==> src/rtl/vector_sweep_engine.sv <==
// Sweeps a programmable index range onto a DUT, samples its response per vector and streams records.
// Define VECTOR_SWEEP_MISR_EN to build the MISR signature and golden compare; otherwise both read 0.
module vector_sweep_engine #(
    parameter int unsigned       N_W       = 8,
    parameter int unsigned       OUT_W     = 1,
    parameter int unsigned       SETTLE    = 1,
    parameter int unsigned       MISR_W    = 16,
    parameter logic [MISR_W-1:0] MISR_POLY = 16'h8016
) (
    input  logic              CK,
    input  logic              reset,
    input  logic              start,
    input  logic              abort,
    input  logic              pause,
    input  logic              gray_mode,
    input  logic [N_W-1:0]    first_idx,
    input  logic [N_W-1:0]    last_idx,
    output logic [N_W-1:0]    dut_in,
    input  logic [OUT_W-1:0]  dut_out,
    output logic              sample_valid,
    output logic [N_W-1:0]    sample_vec,
    output logic [OUT_W-1:0]  sample_resp,
    output logic              busy,
    output logic              done,
    output logic [MISR_W-1:0] signature,
    input  logic [MISR_W-1:0] golden,
    output logic              pass
);

    localparam int unsigned      CNT_W   = (SETTLE > 0) ? $clog2(SETTLE + 1) : 1;
    localparam logic [CNT_W-1:0] CNT_MAX = CNT_W'(SETTLE);

    typedef enum logic [1:0] {StIdle, StApply, StDone} state_e;

    state_e state_q, state_d;

    logic [N_W-1:0]   idx_q, idx_d;
    logic [N_W-1:0]   last_q, last_d;
    logic             gray_q, gray_d;
    logic [CNT_W-1:0] cnt_q, cnt_d;
    logic             sample_valid_q, sample_valid_d;
    logic [N_W-1:0]   sample_vec_q, sample_vec_d;
    logic [OUT_W-1:0] sample_resp_q, sample_resp_d;
    logic             done_q, done_d;

    logic             go;
    logic             capture;
    logic             is_last;
    logic [N_W-1:0]   vec_enc;

    assign go      = (state_q == StIdle) && start && !abort;
    // The final hold edge of a vector; abort and pause both suppress it.
    assign capture = (state_q == StApply) && !abort && !pause && (cnt_q == CNT_MAX);
    assign is_last = (idx_q == last_q);
    assign vec_enc = gray_q ? (idx_q ^ (idx_q >> 1)) : idx_q;

    always_ff @(posedge CK) begin
        if (!reset) begin
            state_q <= StIdle;
        end else begin
            state_q <= state_d;
        end
    end

    always_comb begin
        state_d = state_q;
        unique case (state_q)
            StIdle: begin
                if (go) state_d = StApply;
            end
            StApply: begin
                if (abort) begin
                    state_d = StIdle;
                end else if (capture && is_last) begin
                    state_d = StDone;
                end
            end
            StDone:  state_d = StIdle;
            default: state_d = StIdle;
        endcase
    end

    always_comb begin
        busy   = (state_q != StIdle);
        dut_in = vec_enc;
    end

    always_comb begin
        idx_d          = idx_q;
        last_d         = last_q;
        gray_d         = gray_q;
        cnt_d          = cnt_q;
        sample_valid_d = capture;
        sample_vec_d   = capture ? vec_enc : sample_vec_q;
        sample_resp_d  = capture ? dut_out : sample_resp_q;
        done_d         = (state_q == StDone) && !abort;
        if (go) begin
            idx_d  = first_idx;
            last_d = last_idx;
            gray_d = gray_mode;
            cnt_d  = '0;
        end else if ((state_q == StApply) && !abort && !pause) begin
            if (capture) begin
                cnt_d = '0;
                if (!is_last) idx_d = idx_q + 1'b1;
            end else begin
                cnt_d = cnt_q + 1'b1;
            end
        end
    end

    always_ff @(posedge CK) begin
        if (!reset) begin
            idx_q          <= '0;
            last_q         <= '0;
            gray_q         <= 1'b0;
            cnt_q          <= '0;
            sample_valid_q <= 1'b0;
            sample_vec_q   <= '0;
            sample_resp_q  <= '0;
            done_q         <= 1'b0;
        end else begin
            idx_q          <= idx_d;
            last_q         <= last_d;
            gray_q         <= gray_d;
            cnt_q          <= cnt_d;
            sample_valid_q <= sample_valid_d;
            sample_vec_q   <= sample_vec_d;
            sample_resp_q  <= sample_resp_d;
            done_q         <= done_d;
        end
    end

    assign sample_valid = sample_valid_q;
    assign sample_vec   = sample_vec_q;
    assign sample_resp  = sample_resp_q;
    assign done         = done_q;

`ifdef VECTOR_SWEEP_MISR_EN
    logic [MISR_W-1:0] sig_q, sig_d, sig_next;
    logic              pass_q, pass_d;

    always_comb begin
        sig_next = {sig_q[MISR_W-2:0], 1'b0}
                 ^ (sig_q[MISR_W-1] ? MISR_POLY : {MISR_W{1'b0}})
                 ^ MISR_W'(dut_out);
        sig_d  = sig_q;
        pass_d = pass_q;
        if (go) begin
            sig_d  = '0;
            pass_d = 1'b0;
        end else if (capture) begin
            sig_d = sig_next;
        end
        // No capture happens in DONE, so sig_q is already final here.
        if (done_d) pass_d = (sig_q == golden);
    end

    always_ff @(posedge CK) begin
        if (!reset) begin
            sig_q  <= '0;
            pass_q <= 1'b0;
        end else begin
            sig_q  <= sig_d;
            pass_q <= pass_d;
        end
    end

    assign signature = sig_q;
    assign pass      = pass_q;
`else
    logic unused_golden;
    assign unused_golden = ^golden;
    assign signature     = '0;
    assign pass          = 1'b0;
`endif

endmodule

==> config.mk <==
export PLATFORM = sky130hd
export DESIGN_NAME = vector_sweep_engine
export DESIGN_NICKNAME = d
export VERILOG_FILES = /design/src/rtl/vector_sweep_engine.sv
export SDC_FILE = /design/constraint.sdc
export NUM_CORES = 1
export LEC_CHECK = 0
export ABC_CLOCK_PERIOD_IN_PS = 1800
export CORE_AREA = 8 8 66 82
export CTS_CLUSTER_DIAMETER = 60
export DETAILED_ROUTE_END_ITERATION = 12
export DIE_AREA = 0 0 74 90
export PLACE_DENSITY = 0.78
export SYNTH_ARGS = -nofsm -noshare
export SYNTH_HDL_FRONTEND = slang
export SYNTH_SLANG_ARGS = --single-unit
==> constraint.sdc <==
create_clock -name CK -period 1.8 [get_ports CK]
set_input_delay 0.36 -clock CK [delete_from_list [all_inputs] [get_ports CK]]
set_output_delay 0.36 -clock CK [all_outputs]
set_load 0.03 [all_outputs]
* Yosys cells after proc, flatten, opt, wreduce, memory -nomap -nowiden
Index checks and enable logic that the tools add are counted.
** Storage, ports and cells
- Register bits :: 31
- Bits in latches :: 0
- Memory bits (writable) :: 0
- Memory bits (read-only) :: 0
- Input port bits :: 39
- Memories :: 0
** Operators by class
- $add $sub $neg :: 2
- Multiply operators :: 0
- Div/mod/pow operators :: 0
- Order comparisons :: 0
- Equal/unequal tests :: 6
- Shift-type cells :: 0
- Mux-type cells :: 10
- Bitwise gates (word level) :: 2
- Reduce and logical (&&, ||, !) cells :: 16
** Operators by type and width (number)
- 8-bit two-way mux :: 5
- 8-bit by 1-bit adder with 8-bit output (second input constant) :: 1
- 8-bit equality test :: 1
- 8-bit by 7-bit bitwise XOR with 8-bit output :: 1
- 1-bit logical AND :: 7
- 2-bit two-way mux :: 3
- 2-bit nonzero test :: 3
- 2-bit inequality test (second input constant) :: 2
- 2-bit case mux with 2 select lines :: 1
- 3-bit inequality test (second input constant) :: 1
- 3-bit AND reduction :: 1
- 2-bit by 1-bit equality test with 1-bit output (second input constant) :: 1
- 2-bit equality test (second input constant) :: 1
- 1-bit zero test :: 2
- 2-bit zero test :: 1
- 2-bit AND reduction :: 1
- 2-bit OR reduction :: 1
- 1-bit adder (second input constant) :: 1
- 1-bit two-way mux :: 1
- 1-bit inverter :: 1

* Logic depth before layout (Yosys ltp)
Gate-level depths: netlist of run 1.
- Depth after elaboration :: 8
- Depth in mapped cells :: 6

* Worst setup path before layout of run 1
No wires, ideal clock.
- Path type :: register to output
- Start :: register gray_q
- End :: output dut_in[6]
- Data arrival time :: 1219 ps
- Data required time :: 1440 ps
- Setup slack :: 221 ps
- Cell stages (with the launch flop) :: 4
- Path buffers :: 1
- Path through :: dfxtp_1 > clkbuf_1 > nand2_1 > xnor2_1
** On the way
- Longest elaborated chain between the ends :: 1
** RTL lines
- start: declaration :: line 39 : logic gray_q, gray_d;
- start signal: assignment :: line 125 : gray_q <= gray_d;
- 8-bit two-way mux :: line 55 : assign vec_enc = gray_q ? (idx_q ^ (idx_q >> 1)) : idx_q;
- end: declaration :: line 18 : output logic [N_W-1:0] dut_in,
Every way passes these cells.

* Final worst setup path of run 1
- Start :: register idx_q[6]
- End :: output dut_in[5]
** On the way
- Longest elaborated chain between the ends :: 2
** RTL lines
- start: declaration :: line 37 : logic [N_W-1:0] idx_q, idx_d;
- start signal: assignment :: line 123 : idx_q <= idx_d;
- 8-bit by 7-bit bitwise XOR with 8-bit output :: line 55
- 8-bit two-way mux :: line 55
Every way passes these cells.

==> qor.tcl, run 1 <==
set qor(whs_path_depth) 2
set qor(floorplan.io_pins) 76
set qor(final_hold_viol_count) 0
set qor(fp.dieH_um) 90
set qor(drt_first_pass_iters) 4
set qor(synth_cell_types) 29
set qor(arrival_ns) 1.38
set qor(numClockSinks) 31
set qor(overall_die_area_um2) 6660
set qor(achievable_freq_mhz) 574
set qor(cts-root-to-sink-buffers) 2
set qor(yosys.area.top_type) {dfxtp_1}
set qor(synth-seq-area-share) 0.376
set qor(fin_crit_ns) 1.74
set qor(final_cell_area_um2) 2240
set qor(syn_to_final_growth_pct) 36.0
set qor(slew_violations) 0
set qor(total_global_routing_overflow) 0
set qor(layout-drive-gt1-share) 0.195
set qor(antenna_found_initial) 0
set qor(startpoint_type) {register}
set qor(synth_fa_ha_area_frac) 0.0455
set qor(whs_endpoint) {last_q[6]}
set qor(final_routed_wirelength_mm) 3.77
set qor(multi_input_area_um2) 928
set qor(kind_of_critical_path) {register to primary output}
set qor(die-width_um) 74
set qor(tritoncts.num_buffers) 5
set qor(n_antenna_cell) 0
set qor(critical_path.endpoint_type) {primary output}
set qor(worst_ep_required_time_ns) 1.44
set qor(synth_edf_count) 0
set qor(seqCellArea_um2) 627
set qor(synth_compound_area_frac) 0.125
set qor(cp_max_fo) 5
set qor(unrepaired_setup_endpoints_after_global_routing) {false}
set qor(fillerInstances) 396
set qor(most_frequent_cells_in_the_layout) {33 x clkdlybuf4s50_1, 26 x dfxtp_1, 23 x nand2_1, 17 x conb_1, 15 x buf_4}
set qor(routed-via-count) 1349
set qor(finalCoreUtilization) 0.532
set qor(fp.coreArea_um2) 4220
set qor(async_flop_share) 0
set qor(cts_setup_buffers) 0
set qor(ys.flop_type) {dfxtp_1}
set qor(timing.rr.start) {idx_q[1]}
set qor(timing.final.setup_violations) 0
set qor(finalNonFillerCells) 294
set qor(synth.ff_latch_count) 31
set qor(synth_simple_gate_area_share) 0.180
set qor(ctsRootBufferMaster) {clkbuf_8}
set qor(groute.usage.overall) 0.115
set qor(worst-r2r-cell-count) 7
set qor(skew_ns) 0.00637
set qor(detailedRoute.firstIterationViolations) 56
set qor(place_congestion) 0.860
set qor(yosys.area.top_type_share) 0.376
set qor(share_of_cell_area_taken_by_muxes_after_synthesis) 0.102
set qor(grt_start_max_net_pins) 31
set qor(outcome) {completed}
set qor(hold_class) {register to register}
set qor(power.density_nw_per_um2) 738
set qor(detail-route-antenna-nets) 0
set qor(netlist_instances) 180
set qor(synth-xor-area-share) 0.0690
set qor(timing.hold.ws_ns) 0.476
set qor(hpwl_mm) 2.80
set qor(via_per_inst) 4.59
set qor(numPortBuffers) 42
set qor(fin_nets) 280
set qor(drv.max_cap_violation_count) 0
set qor(dp.cells) 287
set qor(vias_in_the_first_global_route) 1298
set qor(row_count) 27
set qor(synth_top_cells_by_area) {dfxtp_1 38%, buf_4 8.6%, mux2i_1 6.1%}
set qor(synth.avg_cell_area_um2) 9.17
set qor(min-delay-start) {last_q[6]}
set qor(dpl-instance-area_um2) 2170
set qor(grt_first_pass_wirelength_mm) 6.04
set qor(cts.hold.buffers_added) 0
set qor(cellLeakagePower_nw) 0.901
set qor(starting_density_of_the_core) 0.391
set qor(clk_pin_slew_worst_paths_ns) 0.06
set qor(worstSkewPairLatency_ns) 0.28
set qor(peakVddDrop_mv) 0.519
set qor(reg2reg_slack_ns) 0.15
set qor(synth_top_family_by_area) {simple AND/OR/NAND/NOR gates}
set qor(yosys_warnings) 0
set qor(cts.htree.levels) 2
set qor(wl_per_cell_um) 12.8
set qor(worstSetupStartpoint) {idx_q[6]}
set qor(drt_drc_violations_left) 0
set qor(tritoncts_clock_tree) {yes}
set qor(mappedNetlistArea_um2) 1650
set qor(most_common_library_cell_in_the_layout_ignoring_fill_and_taps) {clkdlybuf4s50_1}
set qor(reg2reg_to) {idx_q[1]}
set qor(timing.final.crit_share) 0.969
how the worst max path moves through the flow:
stage / endpoint
floorplan: dut_in[6]
finish: dut_in[5]
CTS: dut_in[0]
detailed placement: idx_q[6]
global placement: idx_q[6]
global route: dut_in[5]
power by group:
part	switching (mW)	leakage, nW	internal, mW
Combinational	0.182	0.595	0.141
Sequential	0.0252	0.254	0.712
Clock	0.249	0.0515	0.348
flip-flops by register name, summed over array words and instances, names as in the netlist:
name and count:
done 1, cnt_q 1, idx_q 8, last_q 8
sample_valid 1, gray_q 1, sample_resp 1, state_q 2
sample_vec 8
worst max-delay path, cell delays in order (launching register included):
cell     delay, ns
dfxtp_1       0.42
ha_1          0.27
mux2_4        0.27
buf_6         0.14
per-stage QoR:
step | setup slack, ns | power [mW] | TNS [ns]
CTS | -0.0515 | 1.67 | -0.0515
detailed placement | -0.0987 | 1.08 | -0.600
global route | 0.00174 | 1.74 | 0
finish | 0.0567 | 1.66 | 0
global placement | -0.0763 | 1.08 | -0.513
floorplan | 0.221 | 0.973 | 0
synthesized netlist by cell type (5+ instances only):
cell type	instances
dfxtp_1	31
xnor2_1	9
a21boi_0	9
nand2_1	23
nor2b_1	10
clkbuf_1	6
o21ai_0	13
ha_1	6
buf_4	19
a21oi_1	5
mux2_2	6
mux2i_1	10
metal layers:
metal	global-route usage	wire (µm)	share of wire
met2	0.179	1810	0.48
met4	0.0686	73	0.019
met5	0	0	0
met1	0.127	1540	0.41
met3	0.0433	348	0.092
cell families after synthesis:
family / count (synthesis)
simple gates: 54
compound gates: 34
flops: 31
buf+inv: 25
mux: 16
xor+xnor: 13
fa+ha+maj: 6
other cells: 1
what timing repair did:
action                                 4_1_cts  5_1_grt
endpoints found under the hold margin        0        0
gates cloned                                 0        0
gates resized for setup                     31        3
setup endpoints to repair                    8        2
layout make-up:
class / instances / share of cell area
Timing Repair Buffer: 57 / 0.230
Clock buffer: 8 / 0.0446
Tap cell: 58 / 0.0323
Sequential cell: 31 / 0.279
Multi-Input combinational cell: 140 / 0.414
(Power assumes the default switching activity.)
==> run 2: changes to the inputs <==
--- a/config.mk
+++ b/config.mk
@@ -10,7 +10,7 @@
 export CTS_CLUSTER_DIAMETER = 60
 export DETAILED_ROUTE_END_ITERATION = 12
 export DIE_AREA = 0 0 74 90
-export PLACE_DENSITY = 0.78
+export PLACE_DENSITY_LB_ADDON = 0.05
 export SYNTH_ARGS = -nofsm -noshare
 export SYNTH_HDL_FRONTEND = slang
 export SYNTH_SLANG_ARGS = --single-unit
==> run 2 against run 1 <==
  * Sequential cell count is the same
  * Global-route usage grew 0.74 points
  * Count of clock-buffer cells in the layout shrank 2
  * Power shrank 6.1%
  * First-iteration DRC count shrank 57%
==> qor.tcl, run 2 (synthesis gave the netlist of run 1 again) <==
set qor(met1Wirelength_mm) 1.54 ;# unchanged
set qor(detailedRoute.firstIterationViolations) 24 ;# was 56
set qor(tritoncts.num_buffers) 5 ;# unchanged
set qor(slew_violations) 0 ;# unchanged
set qor(grt_start_max_net_pins) 31 ;# unchanged
set qor(dpl-instance-area_um2) 2190 ;# was 2170 µm²
set qor(ctsRootBufferMaster) {clkbuf_8} ;# unchanged
set qor(floorplan.io_pins) 76 ;# unchanged
set qor(drt_drc_violations_left) 0 ;# unchanged
set qor(syn_to_final_growth_pct) 36.4 ;# was 36.0%
set qor(power.density_nw_per_um2) 691 ;# was 738 nW/µm²
set qor(wl_per_cell_um) 13.2 ;# was 12.8 µm
set qor(critical_path.max_stage_delay_ns) 0.34 ;# was 0.42 ns
set qor(most_common_library_cell_in_the_layout_ignoring_fill_and_taps) {clkdlybuf4s50_1} ;# unchanged
set qor(place_congestion) 0.783 ;# was 0.860
set qor(numPortBuffers) 42 ;# unchanged
set qor(kind_of_critical_path) {register to primary output} ;# unchanged
set qor(grt_first_pass_wirelength_mm) 6.43 ;# was 6.04 mm
set qor(vias_in_the_first_global_route) 1389 ;# was 1,298
set qor(antenna_found_initial) 0 ;# unchanged
set qor(total_global_routing_overflow) 0 ;# unchanged
set qor(worst_ep_required_time_ns) 1.44 ;# about the same
set qor(achievable_freq_mhz) 578 ;# was 574 MHz
set qor(timing.final.setup_violations) 0 ;# unchanged
set qor(outcome) {completed} ;# unchanged
set qor(final_routed_wirelength_mm) 3.89 ;# was 3.77 mm
set qor(clk_pin_slew_worst_paths_ns) 0.06 ;# about the same
set qor(total_power_mw) 1.56 ;# was 1.66 mW
set qor(cts.hold.buffers_added) 0 ;# unchanged
set qor(die-width_um) 74 ;# unchanged
set qor(row_count) 27 ;# unchanged
set qor(fin_crit_ns) 1.73 ;# was 1.74 ns
set qor(startpoint_type) {register} ;# unchanged
set qor(cellLeakagePower_nw) 0.923 ;# was 0.901 nW
set qor(wl_met2_mm) 1.97 ;# was 1.81 mm
set qor(top_layer) {met4} ;# unchanged
set qor(tritoncts_clock_tree) {yes} ;# unchanged
set qor(routed-via-count) 1348 ;# was 1,349
set qor(fp.coreArea_um2) 4220 ;# unchanged
set qor(cts.htree.levels) 2 ;# unchanged
set qor(cts-root-to-sink-buffers) 2 ;# unchanged
set qor(finalNonFillerCells) 294 ;# unchanged
set qor(final_hold_viol_count) 0 ;# unchanged
set qor(groute.usage.overall) 0.122 ;# was 0.115
set qor(skew_ns) 0.00134 ;# was 0.00637 ns
set qor(layout-drive-gt1-share) 0.186 ;# was 0.195
set qor(worstPathCellList) {ha_1 > mux2_2 > buf_2} ;# was ha_1 > mux2_4 > buf_6
set qor(numClockSinks) 31 ;# unchanged
set qor(via_per_inst) 4.59 ;# about the same
set qor(drt_first_pass_iters) 4 ;# unchanged
set qor(final_cell_area_um2) 2250 ;# was 2240 µm²
set qor(worstSkewPairLatency_ns) 0.28 ;# about the same
set qor(drv.max_cap_violation_count) 0 ;# unchanged
set qor(overall_die_area_um2) 6660 ;# unchanged
set qor(cp_max_fo) 5 ;# unchanged
set qor(peakVddDrop_mv) 0.415 ;# was 0.519 mV
set qor(timing.hold.ws_ns) 0.478 ;# was 0.476 ns
set qor(most_frequent_cells_in_the_layout) {32 x clkdlybuf4s50_1, 28 x dfxtp_1, 23 x nand2_1, 17 x conb_1, 15 x buf_4} ;# was 33 x clkdlybuf4s50_1, 26 x dfxtp_1, 23 x nand2_1, 17 x conb_1, 15 x buf_4
set qor(timing.final.crit_share) 0.961 ;# was 0.969
set qor(n_antenna_cell) 0 ;# unchanged
set qor(dp.cells) 287 ;# unchanged
set qor(critical_path.endpoint_type) {primary output} ;# unchanged
set qor(fin_nets) 282 ;# was 280
set qor(worst_path_max_delay_cell) {dfxtp_2} ;# was dfxtp_1
set qor(detail-route-antenna-nets) 0 ;# unchanged
set qor(hold_class) {register to register} ;# unchanged
set qor(starting_density_of_the_core) 0.391 ;# unchanged
set qor(arrival_ns) 1.37 ;# was 1.38 ns
set qor(hpwl_mm) 3.03 ;# was 2.80 mm
set qor(unrepaired_setup_endpoints_after_global_routing) {false} ;# unchanged
set qor(fp.dieH_um) 90 ;# unchanged
set qor(dr_wl_met3_um) 324 ;# was 348 µm
==> run 2: cell types whose count changed in the layout (fill, tap and decap cells not counted), sizes merged <==
cell           change
dlygate4sd2        -1
clkbuf             -2
dlymetal6s2s       +2
buf                +2
clkdlybuf4s50      -1
==> run 2: timing repair <==
action,4_1_cts,5_1_grt
buffers inserted,0,1
setup endpoints to repair,7,8
gates resized for setup,30,6
pin swaps,0,2
==> run 2: worst max-delay path: cells and delay by family, from the launching register on <==
family | cells | cell delay (ns)
adders and majority gates | 1 | 0.28
buffers and inverters | 1 | 0.18
muxes | 1 | 0.28
DFF | 1 | 0.34
==> run 2: routing by layer <==
metal / global-route usage / vias up
met5: 0 / -
met4: 0.0502 / 0
met3: 0.0544 / 5
met2: 0.210 / 32
met1: 0.122 / 616
li1: - / 695
==> run 2: path summary, 6_finish.rpt <==
kind,slack [ns],start,endpoint,depth (start not counted)
worst max-delay path,0.07,idx_q[4],dut_in[4],3
worst min-delay path,0.48,last_q[5],last_q[5],2
worst max register to register,0.20,idx_q[3],idx_q[0],7
worst min register to register,0.48,last_q[5],last_q[5],2
==> run 2: layout make-up <==
type	count	area (µm²)
Fill cell	427	1970
Clock buffer	6	72.6
Multi-Input combinational cell	140	925
Timing Repair Buffer	59	557
Sequential cell	31	624
Tap cell	58	72.6
==> run 2: stage by stage <==
| step | setup TNS [ns] | setup slack [ns] | utilization |
|---|---|---|---|
| after global placement | -0.881 | -0.134 | 0.519 |
| after CTS | -0.0480 | -0.0480 | 0.531 |
| after floorplan | 0 | 0.221 | - |
| after detailed placement | -1.77 | -0.200 | 0.519 |
| after global routing | 0 | 0.0197 | 0.533 |
| final | 0 | 0.0697 | 0.533 |
==> run 2: where the power goes <==
part	switching, mW	internal [mW]	total (mW)	leakage (nW)
Combinational	0.186	0.145	0.331	0.633
Sequential	0.0214	0.711	0.733	0.253
Clock	0.235	0.257	0.492	0.0371
Total	0.442	1.11	1.56	0.923
